[config.mk]
export PLATFORM = sky130hd
export DESIGN_NAME = rca_seg_pipe_adder
export DESIGN_NICKNAME = d
export VERILOG_FILES = /design/src/rtl/rca_pkg.sv /design/src/rtl/rca_seg.sv /design/src/rtl/rca_seg_pipe_adder.sv
export SDC_FILE = /design/constraint.sdc
export NUM_CORES = 1
export LEC_CHECK = 0
export ABC_AREA = 1
export BUFFER_PORTS_ARGS = -buffer_cell sky130_fd_sc_hd__buf_2
export CAP_MARGIN = 20
export CORE_MARGIN = 8
export CORE_UTILIZATION = 60
export DETAILED_ROUTE_END_ITERATION = 7
export PLACE_DENSITY = 0.86
export SYNTH_ARGS = -nofsm -noshare
export SYNTH_HDL_FRONTEND = slang
export SYNTH_SLANG_ARGS = --single-unit
[constraint.sdc]
create_clock -name clk -period 20.1 [get_ports clk]
set_input_delay 1.005 -clock clk [delete_from_list [all_inputs] [get_ports clk]]
set_output_delay 1.005 -clock clk [all_outputs]
set_load 0.01 [all_outputs]
[src/rtl/rca_pkg.sv]
// ----------------------------------------------------------------------------
// rca_pkg
//   Shared definitions for the segmented pipelined ripple-carry adder.
//   - nseg()           : number of ripple segments (pipeline stages) for a
//                        WIDTH / SEG_W split.
//   - seg_t            : one default-width ripple segment.
//   - RCA_WIDTH_CHECK  : macro placed in a module body. It stops elaboration
//                        when WIDTH is not a positive multiple of SEG_W.
//   No ports (package).
// ----------------------------------------------------------------------------
package rca_pkg;

    localparam int RCA_SEG_W = 32;

    typedef logic [RCA_SEG_W-1:0] seg_t;

    function automatic int nseg(input int width, input int seg_w);
        return width / seg_w;
    endfunction

endpackage

`define RCA_WIDTH_CHECK(W, S) \
    if ((S) <= 0 || (W) < (S) || ((W) % (S)) != 0) begin : g_width_check \
        $error("rca: WIDTH must be a positive multiple of SEG_W"); \
    end

[src/rtl/rca_seg.sv]
// ----------------------------------------------------------------------------
// rca_seg
//   Combinational SEG_W-bit ripple-carry adder built from a chain of full
//   adders. Each bit's carry is a separate net inside its own generate
//   block, so the chain is a plain netlist and has no self-dependent vector.
//   Ports:
//     a_i, b_i  in   SEG_W  segment operands
//     cin_i     in   1      carry into bit 0 of the segment
//     s_o       out  SEG_W  segment sum
//     cout_o    out  1      carry out of the top bit of the segment
// ----------------------------------------------------------------------------
module rca_seg #(
    parameter int SEG_W = 32
) (
    input  logic [SEG_W-1:0] a_i,
    input  logic [SEG_W-1:0] b_i,
    input  logic             cin_i,
    output logic [SEG_W-1:0] s_o,
    output logic             cout_o
);

    genvar gi;
    for (gi = 0; gi < SEG_W; gi++) begin : g_fa
        logic ci;
        logic co;
        if (gi == 0) begin : g_lsb
            assign ci = cin_i;
        end else begin : g_chain
            assign ci = g_fa[gi-1].co;
        end
        assign s_o[gi] = a_i[gi] ^ b_i[gi] ^ ci;
        assign co      = (a_i[gi] & b_i[gi]) | (ci & (a_i[gi] ^ b_i[gi]));
    end

    assign cout_o = g_fa[SEG_W-1].co;

endmodule

[src/rtl/rca_seg_pipe_adder.sv]
// ----------------------------------------------------------------------------
// rca_seg_pipe_adder
//   Pipelined segmented ripple-carry adder. The WIDTH-bit add is split into
//   NSEG = WIDTH/SEG_W segments. There is one register stage per segment.
//   Stage k adds segment k using the carry registered by stage k-1.
//   Operand segments above k ride a skew chain. Finished sum segments ride
//   along to the output. The last stage register is the output register.
//   Latency is NSEG cycles and throughput is one add per clock.
//
//   Optional feature macro: RCA_SUB_EN
//     When defined, the block gains a 'sub' input. With sub=1 it computes
//     a + ~b + 1 and ignores cin; cout=1 then means "no borrow".
//     When undefined, the block is add-only and has no 'sub' port.
//
//   Ports:
//     clk        in   1      rising-edge clock
//     rst_n      in   1      asynchronous active-low reset
//     in_valid   in   1      a/b/cin (and sub) valid this cycle
//     in_ready   out  1      block accepts input this cycle
//     a, b       in   WIDTH  operands
//     cin        in   1      carry into bit 0
//     sub        in   1      subtract select (RCA_SUB_EN only)
//     out_valid  out  1      s/cout valid
//     out_ready  in   1      downstream accepts s/cout
//     s          out  WIDTH  sum
//     cout       out  1      carry out of bit WIDTH-1
// ----------------------------------------------------------------------------
module rca_seg_pipe_adder
    import rca_pkg::*;
#(
    parameter int WIDTH = 64,
    parameter int SEG_W = 32
) (
    input  logic             clk,
    input  logic             rst_n,
    input  logic             in_valid,
    output logic             in_ready,
    input  logic [WIDTH-1:0] a,
    input  logic [WIDTH-1:0] b,
    input  logic             cin,
`ifdef RCA_SUB_EN
    input  logic             sub,
`endif
    output logic             out_valid,
    input  logic             out_ready,
    output logic [WIDTH-1:0] s,
    output logic             cout
);

    localparam int NSEG = nseg(WIDTH, SEG_W);

    `RCA_WIDTH_CHECK(WIDTH, SEG_W)

    // A single enable moves the whole pipe. It stalls only when the output
    // register holds a result that downstream has not taken.
    logic en;
    assign en       = out_ready | ~out_valid;
    assign in_ready = en;

    // Subtraction is folded in at the input. B is inverted before it enters
    // the skew chain and the carry-in is forced to 1.
    logic [WIDTH-1:0] b_eff;
    logic             cin_eff;
`ifdef RCA_SUB_EN
    assign b_eff   = sub ? ~b : b;
    assign cin_eff = sub | cin;
`else
    assign b_eff   = b;
    assign cin_eff = cin;
`endif

    genvar gi;
    for (gi = 0; gi < NSEG; gi++) begin : g_stage
        localparam int SUM_W = (gi + 1) * SEG_W;   // sum bits finished after this stage
        localparam int OP_W  = WIDTH - SUM_W;      // operand bits still waiting

        logic             v_in;
        logic [SEG_W-1:0] seg_a;
        logic [SEG_W-1:0] seg_b;
        logic             seg_ci;
        logic [SEG_W-1:0] seg_s;
        logic             seg_co;

        logic             valid_q;
        logic             valid_d;
        logic             carry_q;
        logic             carry_d;
        logic [SUM_W-1:0] sum_q;
        logic [SUM_W-1:0] sum_d;

        if (gi == 0) begin : g_first
            assign v_in   = in_valid;
            assign seg_a  = a[SEG_W-1:0];
            assign seg_b  = b_eff[SEG_W-1:0];
            assign seg_ci = cin_eff;
            assign sum_d  = v_in ? seg_s : '0;
        end else begin : g_next
            assign v_in   = g_stage[gi-1].valid_q;
            assign seg_a  = g_stage[gi-1].g_ops.opa_q[SEG_W-1:0];
            assign seg_b  = g_stage[gi-1].g_ops.opb_q[SEG_W-1:0];
            assign seg_ci = g_stage[gi-1].carry_q;
            assign sum_d  = v_in ? {seg_s, g_stage[gi-1].sum_q} : '0;
        end

        rca_seg #(
            .SEG_W (SEG_W)
        ) u_seg (
            .a_i    (seg_a),
            .b_i    (seg_b),
            .cin_i  (seg_ci),
            .s_o    (seg_s),
            .cout_o (seg_co)
        );

        // Bubbles still advance, but they carry zeros so the output holds a
        // defined value even when out_valid is low.
        assign valid_d = v_in;
        assign carry_d = v_in & seg_co;

        always_ff @(posedge clk or negedge rst_n) begin
            if (!rst_n) begin
                valid_q <= 1'b0;
                carry_q <= 1'b0;
                sum_q   <= '0;
            end else if (en) begin
                valid_q <= valid_d;
                carry_q <= carry_d;
                sum_q   <= sum_d;
            end
        end

        // Skew chain for the operand segments this stage has not consumed.
        // The last stage has none.
        if (OP_W > 0) begin : g_ops
            logic [OP_W-1:0] opa_q;
            logic [OP_W-1:0] opb_q;
            logic [OP_W-1:0] opa_d;
            logic [OP_W-1:0] opb_d;

            if (gi == 0) begin : g_src_in
                assign opa_d = v_in ? a[WIDTH-1:SEG_W]     : '0;
                assign opb_d = v_in ? b_eff[WIDTH-1:SEG_W] : '0;
            end else begin : g_src_prev
                assign opa_d = v_in ? g_stage[gi-1].g_ops.opa_q[OP_W+SEG_W-1:SEG_W] : '0;
                assign opb_d = v_in ? g_stage[gi-1].g_ops.opb_q[OP_W+SEG_W-1:SEG_W] : '0;
            end

            always_ff @(posedge clk or negedge rst_n) begin
                if (!rst_n) begin
                    opa_q <= '0;
                    opb_q <= '0;
                end else if (en) begin
                    opa_q <= opa_d;
                    opb_q <= opb_d;
                end
            end
        end
    end

    assign out_valid = g_stage[NSEG-1].valid_q;
    assign s         = g_stage[NSEG-1].sum_q;
    assign cout      = g_stage[NSEG-1].carry_q;

endmodule

Word level (Yosys, flattened, before mapping)
Cells that the tools add are included.
- multiplexer cells: 4
- bitwise logic cells: 324
- operator list (cell ; count):
    $and 1x1->1 ; 130
    $xor 1x1->1 ; 128
    $mux 32 ; 3
    $or 1x1->1 ; 65
    $mux 64 ; 1
    $not 1->1 ; 1
- register bits after elaboration: 164
- bits of input ports: 133
- output and inout port bits: 67
- logic and storage cells: 336

Depth between registers and ports, before layout
- depth in word-level cells: 66
- mapped depth: 38
- depth with buffers taken out: 38

Hierarchy
A second synthesis with hierarchy kept.
- cells, all modules: 1137
- area total of the unflattened synthesis: 9205.1 um2
- modules (own cells, without submodules) (module ; instances ; cells an instance ; area each (um2) ; seq. area each (um2)):
    rca_seg_pipe_adder ; 1 ; 1053 ; 7848.8 ; 4103.9
    rca_seg ; 2 ; 42 ; 678.2 ; 0.0

Worst setup path before layout
OpenSTA, ideal clock, no wires.
- kind: input to register
- start: in a[0]
- end: reg g_stage[0].sum_q[31]
- setup time: 0.117 ns
- arrival: 13.298 ns
- data required time: 19.983 ns
- setup slack: 6.685 ns
- cell stages on the path: 38
- buffers on the path: 0
- path through: inv_1 fa_1 fa_1 fa_1 fa_1 fa_1 fa_1 fa_1 fa_1 fa_1 fa_1 fa_1 fa_1 fa_1 fa_1 fa_1 fa_1 fa_1 [2 not listed] fa_1 fa_1 fa_1 fa_1 fa_1 fa_1 fa_1 fa_1 fa_1 fa_1 inv_1 fa_1 inv_1 fa_1 fa_1 nor2_1 nand2_1 nand2_1
- word-level cells in the longest chain between the ends: 65
- elaborated cells between the ends (all ways): 66
- those cells by class: mux: 1; bitwise: 65
- RTL lines (element ; RTL line ; RTL):
    start, declared ; rca_seg_pipe_adder.sv:38 ; input logic [WIDTH-1:0] a,
    $xor 1x1->1 ; rca_seg.sv:32 ; assign co = (a_i[gi] & b_i[gi]) | (ci & (a_i[gi] ^ b_i[gi]));
    $and 1x1->1 ; rca_seg.sv:32 ;
    $or 1x1->1 * ; rca_seg.sv:32 ;
    $and 1x1->1 * ; rca_seg.sv:32 ;
    $or 1x1->1 * ; rca_seg.sv:32 ;
    $and 1x1->1 * ; rca_seg.sv:32 ;
    $or 1x1->1 * ; rca_seg.sv:32 ;
    $and 1x1->1 * ; rca_seg.sv:32 ;
    [49 not listed] ; -- ;
    $and 1x1->1 * ; rca_seg.sv:32 ;
    $or 1x1->1 * ; rca_seg.sv:32 ;
    $and 1x1->1 * ; rca_seg.sv:32 ;
    $or 1x1->1 * ; rca_seg.sv:32 ;
    $and 1x1->1 * ; rca_seg.sv:32 ;
    $or 1x1->1 * ; rca_seg.sv:32 ;
    $xor 1x1->1 * ; rca_seg.sv:31 ; assign s_o[gi] = a_i[gi] ^ b_i[gi] ^ ci;
    $mux 32 * ; rca_seg_pipe_adder.sv:96 ; assign sum_d = v_in ? seg_s : '0;
    end signal, assigned ; rca_seg_pipe_adder.sv:128 ; sum_q <= sum_d;
    end, declared ; rca_seg_pipe_adder.sv:88 ; logic [SUM_W-1:0] sum_q;
Mark *: on every way between the ends. The rest lies on a longest branch, timed or not.
A chain may end at the register's enable or synchronous reset.

Worst setup path in the final report
Same ends and word-level chain as after synthesis.

==> flow_summary.json <==
{
  "design_area_um2": 10900,
  "endpoint_kind": "register",
  "syn_nets": 1380,
  "drt_pre_antenna_iters": 5,
  "p_leak_nw": 6.60,
  "synth_edf_count": 0,
  "slew_headroom_pct": 28.5,
  "grt_max_degree": 103,
  "r2r-end": "s[63]$_DFFE_PN0P_",
  "drtAntennaViolNets": 0,
  "grt_use_met1_pct": 27.6,
  "cp_slowest_cell": "fa_1",
  "grt_pass1_vias": 7687,
  "crit_path_max_fanout": 1,
  "cts_buffer_depth": 2,
  "status": "finished clean",
  "synth.most_common_cell": "nand2_1",
  "cts_sinks": 164,
  "power.density_nw_per_um2": 86.2,
  "synth.distinct_cells": 12,
  "cp_common_cell": "fa_1",
  "fp.dieH_um": 141,
  "grt_first_pass_wirelength_mm": 35.9,
  "met2_usage_pct": 36.9,
  "setup.worst_path.class": "input pin to register",
  "rsz0062_at_grt": "no",
  "slowest_delay_ns": 0.50,
  "cts_buffers": 17,
  "dpl_cell_area_um2": 10300,
  "post-route-min-period_ns": 13.82,
  "hold_path_depth": 2,
  "yosysWarnings": 0,
  "final-hold-violation-count": 0,
  "dp_hpwl_mm": 14.2,
  "ys_top_cells_by_count": "426 x nand2_1, 203 x inv_1, 164 x dfrtp_1",
  "drt-initial-drc-count": 561,
  "cts_hold_buffers": 0,
  "netlist_area_um2": 9400,
  "hold_end": "s[39]$_DFFE_PN0P_",
  "clock_latency_ns": 0.42,
  "die_area_um2": 19900,
  "areaGrowthSynthToFinish_pct": 15.6,
  "drc": 0,
  "peakVddDrop_mv": 0.0594,
  "hold_class": "register to register",
  "cts_root_buf": "clkbuf_16",
  "worst-endpoint-required_ns": 20.40,
  "finalCritPeriodShare_pct": 68.7,
  "critPathArrivalTime_ns": 14.12,
  "ioPinCount": 200,
  "path_clk_slew_ns": 0.06,
  "top_usage_layer": "met2",
  "portBuffers": 199,
  "cts_tree": "done",
  "async_flop_share_pct": 100,
  "slew_viol_final": 0,
  "synth_top_area_share_pct": 43.6,
  "place.gp.congestion": 0.813,
  "routedWlPerCell_um": 13.7,
  "min_from": "s[39]$_DFFE_PN0P_",
  "synth_top_cell_by_area": "dfrtp_1",
  "setup_viol": 0,
  "coreArea_um2": 15300,
  "grt.total_usage_pct": 22.2,
  "drive_above_1_share_pct": 17.6,
  "r2r_start": "g_stage[0].carry_q$_DFFE_PN0P_",
  "fin_nets": 1534,
  "postCtsSetupRepairBufs": 0,
  "rr_worst_depth": 38,
  "fmax_mhz": 72.4,
  "drt-total-wl_mm": 21.3,
  "synth-seq-cells": 164,
  "synth-main-ff-cell": "dfrtp_1",
  "rows": 45,
  "die_w_um": 141,
  "h-tree-depth": 4,
  "drv_cap": 0,
  "start_kind": "input pin",
  "cts.repair.resized": 0,
  "grt_remaining_overflow": 0,
  "num_vias": 7626,
  "finalClockSkew_ns": 0.00708,
  "r2r_slack_ns": 6.77,
  "synth_area_per_cell_um2": 7.95,
  "grt_util_met3_pct": 4.22,
  "netlist_instances": 1183,
  "total_power_mw": 0.937,
  "diodes": 0,
  "setup_tns_ns": 0,
  "yosys-top-cells-area": "dfrtp_1 44%, nand2_1 17%, fa_1 14%",
  "antenna_found_initial": 0,
  "start_util_pct": 61.6,
  "viasPerCell": 4.89,
  "worst_pin_slew_ns": 1.07,
  "ys_seq_area_share_pct": 43.6
}
final cells by class:
class / count / area, um^2
Inverter: 231 / 870
Sequential cell: 164 / 4110
Timing Repair Buffer: 206 / 1090
Clock buffer: 22 / 464
Fill cell: 1245 / 4380
Clock inverter: 10 / 130
Multi-Input combinational cell: 717 / 3940
Tap cell: 211 / 264
metal layers:
layer | wire length (um) | part of all wire (%)
met1 | 8930 | 42
met2 | 10700 | 50
met3 | 1000 | 4.7
met4 | 665 | 3.1
met5 | 0 | 0
worst max path at each step:
| stage | slack (ns) | end | depth (start not counted) | start |
|---|---|---|---|---|
| 4_1_cts | 6.36 | g_stage[0].sum_q[31]$_DFFE_PN0P_ | 39 | a[0] |
| 3_3_place_gp | 6.10 | g_stage[0].sum_q[31]$_DFFE_PN0P_ | 39 | a[0] |
| 3_5_place_dp | 5.95 | g_stage[0].sum_q[31]$_DFFE_PN0P_ | 39 | a[0] |
| 6_report | 6.28 | g_stage[0].sum_q[31]$_DFFE_PN0P_ | 39 | a[0] |
| 2_1_floorplan | 6.69 | g_stage[0].sum_q[31]$_DFFE_PN0P_ | 38 | a[0] |
| 5_1_grt | 5.77 | g_stage[0].sum_q[31]$_DFFE_PN0P_ | 39 | a[0] |
placed cells by master, fill, tap and decap left out:
cell        count
clkinv_2        5
buf_6           1
clkbuf_16      17
dfrtp_4         1
nor2_1         64
clkbuf_1        3
buf_4           5
clkbuf_8        2
nand2_1       425
buf_16          2
nand3_1       163
inv_1         203
clkinv_1       27
buf_2         198
bufinv_16       3
fa_1           64
clkinvlp_4      2
dfrtp_1       163
nand2_4         1
inv_4           1
state kept, by name, indices dropped and copies added, names as in the netlist:
signal               count
out_valid                1
g_stage.carry_q          1
cout                     1
g_stage.sum_q           32
s                       64
g_stage.g_ops.opa_q     32
g_stage.valid_q          1
g_stage.g_ops.opb_q     32
power by group:
| part | total [mW] | switching, mW | internal (mW) |
|---|---|---|---|
| Combinational | 0.201 | 0.125 | 0.0762 |
| Clock | 0.328 | 0.127 | 0.201 |
| Sequential | 0.408 | 0.0324 | 0.375 |
| Total | 0.937 | 0.285 | 0.652 |
cells by family after synthesis:
kind of cell / Yosys count / synth area share (%)
flops: 164 / 43.6
fa+ha+maj: 64 / 13.6
simple gates: 653 / 28.2
buf+inv: 302 / 14.5
critical path, delay by kind of cell:
| family | cells | cell delay [ns] |
|---|---|---|
| adder cells (fa/ha/maj) | 32 | 12.66 |
| buffers and inverters | 4 | 0.23 |
| AND/OR/NAND/NOR | 3 | 0.20 |
metrics by stage:
step	instances	setup WS [ns]	hold slack, ns	util, %
global route	1561	5.77	0.520	71.3
CTS	1560	6.36	0.509	71.1
finish	1561	6.28	0.503	71.3
global placement	1527	6.10	0.488	67.0
floorplan	1183	6.69	0.475	-
detailed placement	1528	5.95	0.490	67.2
(Power assumes the default switching activity.)
